File: config.mk
export PLATFORM = sky130hd
export DESIGN_NAME = adc_moving_average
export DESIGN_NICKNAME = d
export VERILOG_FILES = /design/src/rtl/adc_pkg.sv /design/src/rtl/sample_ring.sv /design/src/rtl/adc_moving_average.sv
export SDC_FILE = /design/constraint.sdc
export NUM_CORES = 1
export LEC_CHECK = 0
export ABC_AREA = 1
export CAP_MARGIN = 0
export CORE_UTILIZATION = 40
export DETAILED_ROUTE_END_ITERATION = 8
export PLACE_DENSITY = 0.59
export SYNTH_ARGS = -nofsm -noshare
export SYNTH_HDL_FRONTEND = slang
export SYNTH_SLANG_ARGS = --single-unit
File: constraint.sdc
create_clock -name clk -period 6 [get_ports clk]
set_input_delay 1.2 -clock clk [delete_from_list [all_inputs] [get_ports clk]]
set_output_delay 1.2 -clock clk [all_outputs]
set_load 0.02 [all_outputs]
File: src/rtl/adc_pkg.sv
`default_nettype none
// +--------------------------------------------------------------------+
// | adc_pkg                                                              |
// | Shared converter/averager types: sample word and averager states.   |
// | Rev 1.0                                                              |
// +--------------------------------------------------------------------+
package adc_pkg;

    localparam int SAMPLE_W = 16;

    typedef logic [SAMPLE_W-1:0] sample_t;

    typedef enum logic [0:0] {
        FILL = 1'b0,
        RUN  = 1'b1
    } avg_state_t;

endpackage : adc_pkg
`default_nettype wire

File: src/rtl/sample_ring.sv
`default_nettype none
// +--------------------------------------------------------------------+
// | sample_ring                                                          |
// | DEPTH-entry sample history with wrapping write pointer.              |
// | Rev 1.0                                                              |
// +--------------------------------------------------------------------+
module sample_ring #(
    parameter int LOG2_DEPTH = 3,
    parameter int SAMPLE_W   = 16
) (
    input  logic                  clk,
    input  logic                  reset,
    input  logic                  clear,
    input  logic                  wr_en,
    input  logic [SAMPLE_W-1:0]   wr_data,
    output logic [SAMPLE_W-1:0]   oldest,
    output logic [LOG2_DEPTH-1:0] wr_ptr
);

    localparam int DEPTH = 1 << LOG2_DEPTH;

    logic [SAMPLE_W-1:0]   ring_q [DEPTH];
    logic [SAMPLE_W-1:0]   ring_d [DEPTH];
    logic [LOG2_DEPTH-1:0] wr_ptr_q;
    logic [LOG2_DEPTH-1:0] wr_ptr_d;

    always_comb begin
        ring_d   = ring_q;
        wr_ptr_d = wr_ptr_q;
        if (clear) begin
            for (int i = 0; i < DEPTH; i++) begin
                ring_d[i] = '0;
            end
            wr_ptr_d = '0;
        end else if (wr_en) begin
            ring_d[wr_ptr_q] = wr_data;
            // DEPTH is a power of two, so natural overflow is the wrap.
            wr_ptr_d         = wr_ptr_q + LOG2_DEPTH'(1);
        end
    end

    always_ff @(posedge clk or posedge reset) begin
        if (reset) begin
            ring_q   <= '{default: '0};
            wr_ptr_q <= '0;
        end else begin
            ring_q   <= ring_d;
            wr_ptr_q <= wr_ptr_d;
        end
    end

    // Cleared entries read as zero, so during fill the evicted value is 0.
    assign oldest = ring_q[wr_ptr_q];
    assign wr_ptr = wr_ptr_q;

endmodule : sample_ring
`default_nettype wire

File: src/rtl/adc_moving_average.sv
`default_nettype none
// +--------------------------------------------------------------------+
// | adc_moving_average                                                   |
// | Boxcar mean over the last 2^LOG2_DEPTH samples, valid/ready output. |
// | Rev 1.0                                                              |
// +--------------------------------------------------------------------+
module adc_moving_average #(
    parameter int LOG2_DEPTH = 3,
    parameter int SAMPLE_W   = 16
) (
    input  logic                clk,
    input  logic                reset,
    input  logic                sample_valid,
    input  logic [SAMPLE_W-1:0] sample_in,
    input  logic                flush,
    output logic                avg_valid,
    input  logic                avg_ready,
    output logic [SAMPLE_W-1:0] avg_out,
    output logic                overrun,
    input  logic                clear_overrun
);

    import adc_pkg::*;

    localparam int                    DEPTH      = 1 << LOG2_DEPTH;
    localparam int                    SUM_W      = SAMPLE_W + LOG2_DEPTH;
    localparam logic [LOG2_DEPTH-1:0] C_LAST_PTR = LOG2_DEPTH'(DEPTH - 1);

    logic [SUM_W-1:0]      sum_q, sum_d, sum_next;
    avg_state_t            state_q, state_d;
    logic                  avg_valid_q, avg_valid_d;
    logic [SAMPLE_W-1:0]   avg_out_q, avg_out_d;
    logic                  overrun_q, overrun_d;
    logic [SAMPLE_W-1:0]   oldest;
    logic [LOG2_DEPTH-1:0] wr_ptr;
    logic                  accept;
    logic                  load;
    logic                  lost;

    sample_ring #(
        .LOG2_DEPTH (LOG2_DEPTH),
        .SAMPLE_W   (SAMPLE_W)
    ) u_ring (
        .clk     (clk),
        .reset   (reset),
        .clear   (flush),
        .wr_en   (accept),
        .wr_data (sample_in),
        .oldest  (oldest),
        .wr_ptr  (wr_ptr)
    );

    always_comb begin
        accept   = sample_valid & ~flush;
        sum_next = sum_q + SUM_W'(sample_in) - SUM_W'(oldest);
        // Pointer and fill count advance together from zero, so in FILL the
        // pointer itself tells when the window becomes full.
        load     = accept & ((state_q == RUN) | (wr_ptr == C_LAST_PTR));
        lost     = load & avg_valid_q & ~avg_ready;

        sum_d       = sum_q;
        state_d     = state_q;
        avg_valid_d = avg_valid_q;
        avg_out_d   = avg_out_q;

        if (flush) begin
            sum_d       = '0;
            state_d     = FILL;
            avg_valid_d = 1'b0;
        end else begin
            if (accept) begin
                sum_d = sum_next;
            end
            if (load) begin
                state_d     = RUN;
                avg_valid_d = 1'b1;
                avg_out_d   = sum_next[SUM_W-1:LOG2_DEPTH];
            end else if (avg_valid_q && avg_ready) begin
                avg_valid_d = 1'b0;
            end
        end

        overrun_d = lost | (overrun_q & ~clear_overrun);
    end

    always_ff @(posedge clk or posedge reset) begin
        if (reset) begin
            sum_q       <= '0;
            state_q     <= FILL;
            avg_valid_q <= 1'b0;
            avg_out_q   <= '0;
            overrun_q   <= 1'b0;
        end else begin
            sum_q       <= sum_d;
            state_q     <= state_d;
            avg_valid_q <= avg_valid_d;
            avg_out_q   <= avg_out_d;
            overrun_q   <= overrun_d;
        end
    end

    assign avg_valid = avg_valid_q;
    assign avg_out   = avg_out_q;
    assign overrun   = overrun_q;

endmodule : adc_moving_average
`default_nettype wire

# ---- Yosys cells after proc, flatten, opt, wreduce, memory -nomap -nowiden
# Cells that the tools add are included.
dict set report totals {
  reg_bits 169
  latchBits 0
  ram_bits 0
  rom_bits 0
  elab_cells 54
  memories 0
}
dict set report op_classes {
  addsub 3
  multipliers 0
  div_mod_pow 0
  n_lt_le_gt_ge 2
  eq_ne 1
  shift 0
  mux 17
  bitwise 11
  n_reduce_logical 6
}
# op n
set op_table {}
lappend op_table {{128-bit 2-to-1 mux} 2}
lappend op_table {{128-bit bitwise mux} 1}
lappend op_table {{16-bit binary-select mux with 3-bit select} 1}
lappend op_table {{16-bit demux with 3-bit select} 1}
lappend op_table {{16-bit 2-to-1 mux} 3}
lappend op_table {{19-bit 2-to-1 mux} 2}
lappend op_table {{19-bit by 16-bit adder with 19-bit output} 1}
lappend op_table {{19-bit by 16-bit subtractor with 19-bit output} 1}
lappend op_table {{3-bit 2-to-1 mux} 2}
lappend op_table {{1-bit AND} 5}
lappend op_table {{1-bit 2-to-1 mux} 5}
lappend op_table {{4-bit greater-or-equal comparator (second input constant)} 1}
lappend op_table {{4-bit by 1-bit < comparator with 1-bit output (second input constant)} 1}
lappend op_table {{3-bit inverter with 4-bit output} 1}
lappend op_table {{2-bit nonzero test} 2}
lappend op_table {{3-bit by 1-bit adder with 3-bit output (second input constant)} 1}
lappend op_table {{3-bit equality test (second input constant)} 1}
lappend op_table {{1-bit inverter} 3}
lappend op_table {{3-bit nonzero test} 1}
lappend op_table {{1-bit logical AND} 2}
lappend op_table {{1-bit OR} 2}
lappend op_table {{2-bit AND reduction} 1}

# ---- Depth between registers and ports, before layout
dict set report logic_depth {
  ltp_word 8
  mapped_depth 21
}

# ---- Cells and area by module
# From an unflattened synthesis, not the netlist that was laid out.
dict set report hier_totals {
  hier_cells 1390
  hier_area_um2 9932.0
}
# mod n_inst cells_per_inst area_per_inst_um2 seq_area_each_um2
set modules_own_cells {}
lappend modules_own_cells {sample_ring 1 971 6884.1 3278.1}
lappend modules_own_cells {adc_moving_average 1 419 3047.9 950.9}

# ---- Worst setup path before layout
# Ideal clock, no wire load.
dict set report synth_timing {
  path_type {input -> register}
  startpoint {input port sample_in[1]}
  endpoint {register sum_q[16]}
  setup_ps 118
  t_arrival_ps 2875
  slack_ps 3007
  path_stages 12
  n_path_buf 0
  path_cell_list {inv_1 > fa_1 > inv_1 > fa_1 > nand3_1 > nand3_1 > nand3_1 > nand2_1 > nand2_1 > nand3b_1 > nand3_1 > nand2_1}
}
dict set report synth_between {
  elab_chain_len 4
}
# element line
set synth_rtl {}
lappend synth_rtl {{from (decl)} adc_moving_average.sv:14} ;# input logic [SAMPLE_W-1:0] sample_in,
lappend synth_rtl {{19-bit by 16-bit adder with 19-bit output} adc_moving_average.sv:55} ;# sum_next = sum_q + SUM_W'(sample_in) - SUM_W'(oldest);
lappend synth_rtl {{19-bit by 16-bit subtractor with 19-bit output} adc_moving_average.sv:55}
lappend synth_rtl {{19-bit 2-to-1 mux} adc_moving_average.sv:71} ;# if (accept) begin
lappend synth_rtl {{19-bit 2-to-1 mux} adc_moving_average.sv:66} ;# if (flush) begin
lappend synth_rtl {{to (signal assigned)} adc_moving_average.sv:94} ;# sum_q <= sum_d;
lappend synth_rtl {{to (decl)} adc_moving_average.sv:29} ;# logic [SUM_W-1:0] sum_q, sum_d, sum_next;
# No other way between the ends. The select of a mux whose other input is x is not followed.
# A chain may end at the register's enable or synchronous reset.

# ---- Worst setup path in the final report
dict set report layout_timing {
  startpoint {register u_ring.wr_ptr_q[1] (netlist: u_ring.wr_ptr[1])}
  endpoint {register sum_q[16]}
}
dict set report layout_between {
  elab_chain_len 7
}
# element line
set layout_rtl {}
lappend layout_rtl {{from (decl)} sample_ring.sv:24} ;# logic [LOG2_DEPTH-1:0] wr_ptr_q;
lappend layout_rtl {{from (signal assigned)} sample_ring.sv:48} ;# wr_ptr_q <= wr_ptr_d;
lappend layout_rtl {{3-bit inverter with 4-bit output (implied by the code)} sample_ring.sv:53} ;# assign oldest = ring_q[wr_ptr_q];
lappend layout_rtl {{16-bit binary-select mux with 3-bit select} sample_ring.sv:53}
lappend layout_rtl {{16-bit 2-to-1 mux (implied by the code) (2 in a row)} sample_ring.sv:53}
lappend layout_rtl {{19-bit by 16-bit subtractor with 19-bit output} adc_moving_average.sv:55}
lappend layout_rtl {{19-bit 2-to-1 mux} adc_moving_average.sv:71}
lappend layout_rtl {{19-bit 2-to-1 mux} adc_moving_average.sv:66}
# No other way between the ends. The select of a mux whose other input is x is not followed.

==> out/summary.json <==
{
  "yosys": {
    "synth_enable_flop_cells": 0,
    "post-synth-top-area-cell": "sky130_fd_sc_hd__dfrtp_1",
    "netlist-cell-type-count": 31,
    "yosys_register_bits": 169,
    "syn-mean-instance-area_sq_um": 8.57,
    "dominantRegCellSynth": "sky130_fd_sc_hd__dfrtp_1",
    "synth_cells": 1006,
    "syn_area_sq_um": 8620,
    "cell_types_occupying_the_most_area_after_synthesis": "sky130_fd_sc_hd__dfrtp_1 (49%), sky130_fd_sc_hd__nand2_1 (7.7%), sky130_fd_sc_hd__inv_1 (7.3%), sky130_fd_sc_hd__o22ai_1 (6.9%), sky130_fd_sc_hd__nand3_1 (6.6%)",
    "syn-num-nets": 1065,
    "synth_top_cell_area_share_pct": 49.0,
    "synth-seq-area-share_pct": 49.0,
    "yosys_warnings": 0,
    "async_reset_ff_share_pct": 100
  },
  "global_routing": {
    "vias_in_the_first_global_route": 7168,
    "global_route.usage.total_pct": 24.4,
    "global_route_wire_length_before_repair_mm": 40.5,
    "grt_antenna_before_repair": 0,
    "grt_max_degree": 95,
    "overflow": 0
  },
  "placement": {
    "dp.final_hpwl_mm": 17.0,
    "gp_congestion": 0.879,
    "dp_cells": 1286,
    "number_of_buffers_added_on_ports": 39
  },
  "sta": {
    "minimum_period_implied_by_the_final_worst_setup_slack_ns": 4.14,
    "timing.clock.skew_ns": 0.0133,
    "maxSlewHeadroom_pct": 32.8,
    "final_slew_viol_count": 0,
    "rsz0062_at_grt": "no",
    "setup_viol": 0,
    "worstMarginPinSlew_ns": 1.01,
    "final_tns_setup_ns": 0,
    "final.period_utilization_pct": 69.0,
    "final-hold-violation-count": 0,
    "peak_clock_frequency_supported_by_timing_ghz": 0.242
  },
  "die": {
    "die_area_sq_um": 22200,
    "core_region_area_sq_um": 21100,
    "initial_utilization_pct": 40.9,
    "boundaryPins": 40,
    "rows": 53,
    "die_h_microns": 149,
    "floorplan.die.width_microns": 149
  },
  "drt": {
    "routed_wl_mm": 25.6,
    "viasPerCell": 5.54,
    "number_of_vias_in_the_routed_layout": 7308,
    "first_iter_violations": 628,
    "final_antenna_net_count": 0,
    "drtPass1Iterations": 5,
    "drt-wirelength-per-cell_microns": 19.4,
    "remaining_drc_errors": 0
  },
  "critical_path": {
    "crit_required_ns": 6.32,
    "worst-setup-path-type": "reg2reg",
    "worst_r2r_startpoint": "u_ring.wr_ptr[1]",
    "setup.worst_path.start": "u_ring.wr_ptr[1]",
    "path_max_fanout": 22,
    "worst_ep_arrival_time_ns": 4.46,
    "critPathLaunchType": "flop",
    "setup.worst_path.end_class": "flop"
  },
  "clock_tree": {
    "ctsRootBufferMaster": "sky130_fd_sc_hd__clkbuf_16",
    "tritoncts": "built",
    "clock_insertion_delay_worst_skew_ns": 0.43,
    "cts_sinks": 169,
    "cts.repair_timing.setup_buffer_count": 0,
    "tritoncts.num_buffers": 17,
    "cts_hold_buf": 0,
    "cts.htree.levels": 4,
    "clk_path_buf_depth": 2,
    "clk_transition_reported_paths_ns": 0.07,
    "cts_repair_resize_count": 0
  },
  "power": {
    "p_int_mw": 2.30,
    "power.net_switching_mw": 1.42,
    "netSwitchingFraction_pct": 38.2,
    "fin_total_pwr_mw": 3.71,
    "power_leakage_nw": 4.63,
    "power.density_cell_area_nw_per_um2": 378,
    "power_frac_clock_pct": 30.0,
    "p_comb_share_pct": 36.3,
    "p_seq_share_pct": 33.7,
    "ir_worst_vdd_uv": 183
  },
  "job": {
    "max_cap_viol_count": 0
  },
  "worst_hold_path": {
    "worst_hold_startpoint": "avg_out[10]",
    "min_path_type": "reg2reg"
  },
  "finish": {
    "nFillCells": 2078,
    "layout-area-overhead-vs-synth_pct": 13.8,
    "fin_nets": 1089,
    "final_layout_size_suffix_gt1_share_pct": 6.04,
    "diodes": 0,
    "finish.cell_count_without_fillers": 1318
  },
  "status": {
    "status": "finished, final reports clean"
  }
}
## power by group through the flow
stage | clock (mW) | sequential, mW | combinational [mW]
floorplan | 0 | 1.26 | 0.994
global placement | 0 | 1.27 | 1.32
detailed placement | 0 | 1.27 | 1.33
CTS | 1.13 | 1.25 | 1.34
global route | 1.19 | 1.26 | 1.54
finish | 1.12 | 1.25 | 1.35
## final timing paths
| check | slack [ns] | depth (start not counted) | to |
|---|---|---|---|
| worst min register to register | 0.48 | 2 | avg_out[10] |
| max in group asynchronous | 3.52 | 3 | u_ring.ring_q[57] |
| worst max register to register | 1.86 | 16 | sum_q[16] |
| worst max-delay path | 1.86 | 16 | sum_q[16] |
| min in group asynchronous | 1.33 | 2 | u_ring.ring_q[18] |
| worst min-delay path | 0.48 | 2 | avg_out[10] |
## cell type report
| cell class | count | area [sq um] | share of cell area (%) |
|---|---|---|---|
| clock buffers | 19 | 443 | 4.51 |
| clock inverters | 13 | 143 | 1.45 |
| inverters | 180 | 681 | 6.94 |
| multi-input cells | 616 | 3530 | 36.0 |
| flip-flops and latches | 169 | 4230 | 43.1 |
| well taps | 275 | 344 | 3.51 |
| repair buffers | 46 | 443 | 4.51 |
## per-layer routing
| layer | share of wire (%) | GRT usage (%) | vias to the layer above |
|---|---|---|---|
| met2 | 46 | 37.9 | 230 |
| met5 | 0 | 0 | - |
| met4 | 1.7 | 6.22 | 0 |
| met1 | 47 | 34.5 | 3637 |
| met3 | 6.1 | 5.29 | 23 |
| li1 | - | - | 3418 |
## state kept, by name, indices dropped and copies added, names as in the netlist
| name | flops |
|---|---|
| avg_valid | 1 |
| u_ring.wr_ptr | 3 |
| u_ring.ring_q | 128 |
| state_q | 1 |
| overrun | 1 |
| avg_out | 16 |
| sum_q | 19 |
## placed cells by master (no fill, tap or decap), drive strengths merged
cell           instances
xnor2                  6
dfrtp                169
nand3                118
clkdlybuf4s50         39
a21oi                 22
fa                    16
bufinv                 2
nand3b                 8
a221oi                12
nand4                  7
xor2                   2
clkinv                 6
nor2                  24
clkinvlp               2
o211ai                 1
nand2                182
o21bai                 1
o22ai                 95
clkbuf                19
a22oi                  8
ha                    21
a211oi                 4
nor3                   3
inv                  183
buf                    7
o21ai                 85
and2                   1
## worst max-delay path, cell delays in order (launching register included)
cell and delay [ns]:
sky130_fd_sc_hd__dfrtp_1 0.55, sky130_fd_sc_hd__inv_2 0.08, sky130_fd_sc_hd__nand3_1 0.76, sky130_fd_sc_hd__inv_2 0.21, sky130_fd_sc_hd__a221oi_1 0.36, sky130_fd_sc_hd__nand2_1 0.16, sky130_fd_sc_hd__fa_1 0.50, sky130_fd_sc_hd__inv_1 0.06
sky130_fd_sc_hd__fa_1 0.44, sky130_fd_sc_hd__nand3_1 0.11, sky130_fd_sc_hd__nand3_1 0.13, sky130_fd_sc_hd__nand3_1 0.10, sky130_fd_sc_hd__nand2_1 0.13, sky130_fd_sc_hd__nand2_1 0.12, sky130_fd_sc_hd__nand3b_1 0.10, sky130_fd_sc_hd__nand3_1 0.12
sky130_fd_sc_hd__nand2_1 0.07
## cells by family (layout without fill, tap and decap cells)
| kind of cell | after synthesis | after routing | synth area share (%) |
|---|---|---|---|
| AND/OR/NAND/NOR | 343 | 343 | 17.8 |
| AO/OA/AOI/OAI | 228 | 228 | 15.6 |
| buffers and inverters | 221 | 258 | 10.0 |
| flip-flops | 169 | 169 | 49.0 |
| adder cells (fa/ha/maj) | 37 | 37 | 6.76 |
| XOR/XNOR | 8 | 8 | 0.812 |
## stage by stage
step | cell area [sq um] | worst slack, ns | util (%) | hold WS, ns
floorplan | 8620 | 0.225 | - | 0.449
global placement | 9230 | 1.68 | 43.8 | 0.466
detailed placement | 9230 | 1.69 | 43.8 | 0.467
CTS | 9810 | 1.92 | 46.5 | 0.485
global route | 9810 | 1.57 | 46.5 | 0.509
finish | 9810 | 1.86 | 46.5 | 0.482
## cells in the mapped netlist, drive strengths merged (2+ instances only)
cell type and count:
a211oi 4, clkbuf 13, nor3 3, inv 180
xor2 2, nor2 24, nand3b 8, o21ai 85
a221oi 12, a21oi 22, buf 28, fa 16
nand3 118, dfrtp 169, o22ai 95, nand2 182
nand4 7, ha 21, a22oi 8, xnor2 6
No activity file was read; power rests on OpenSTA's default activity.
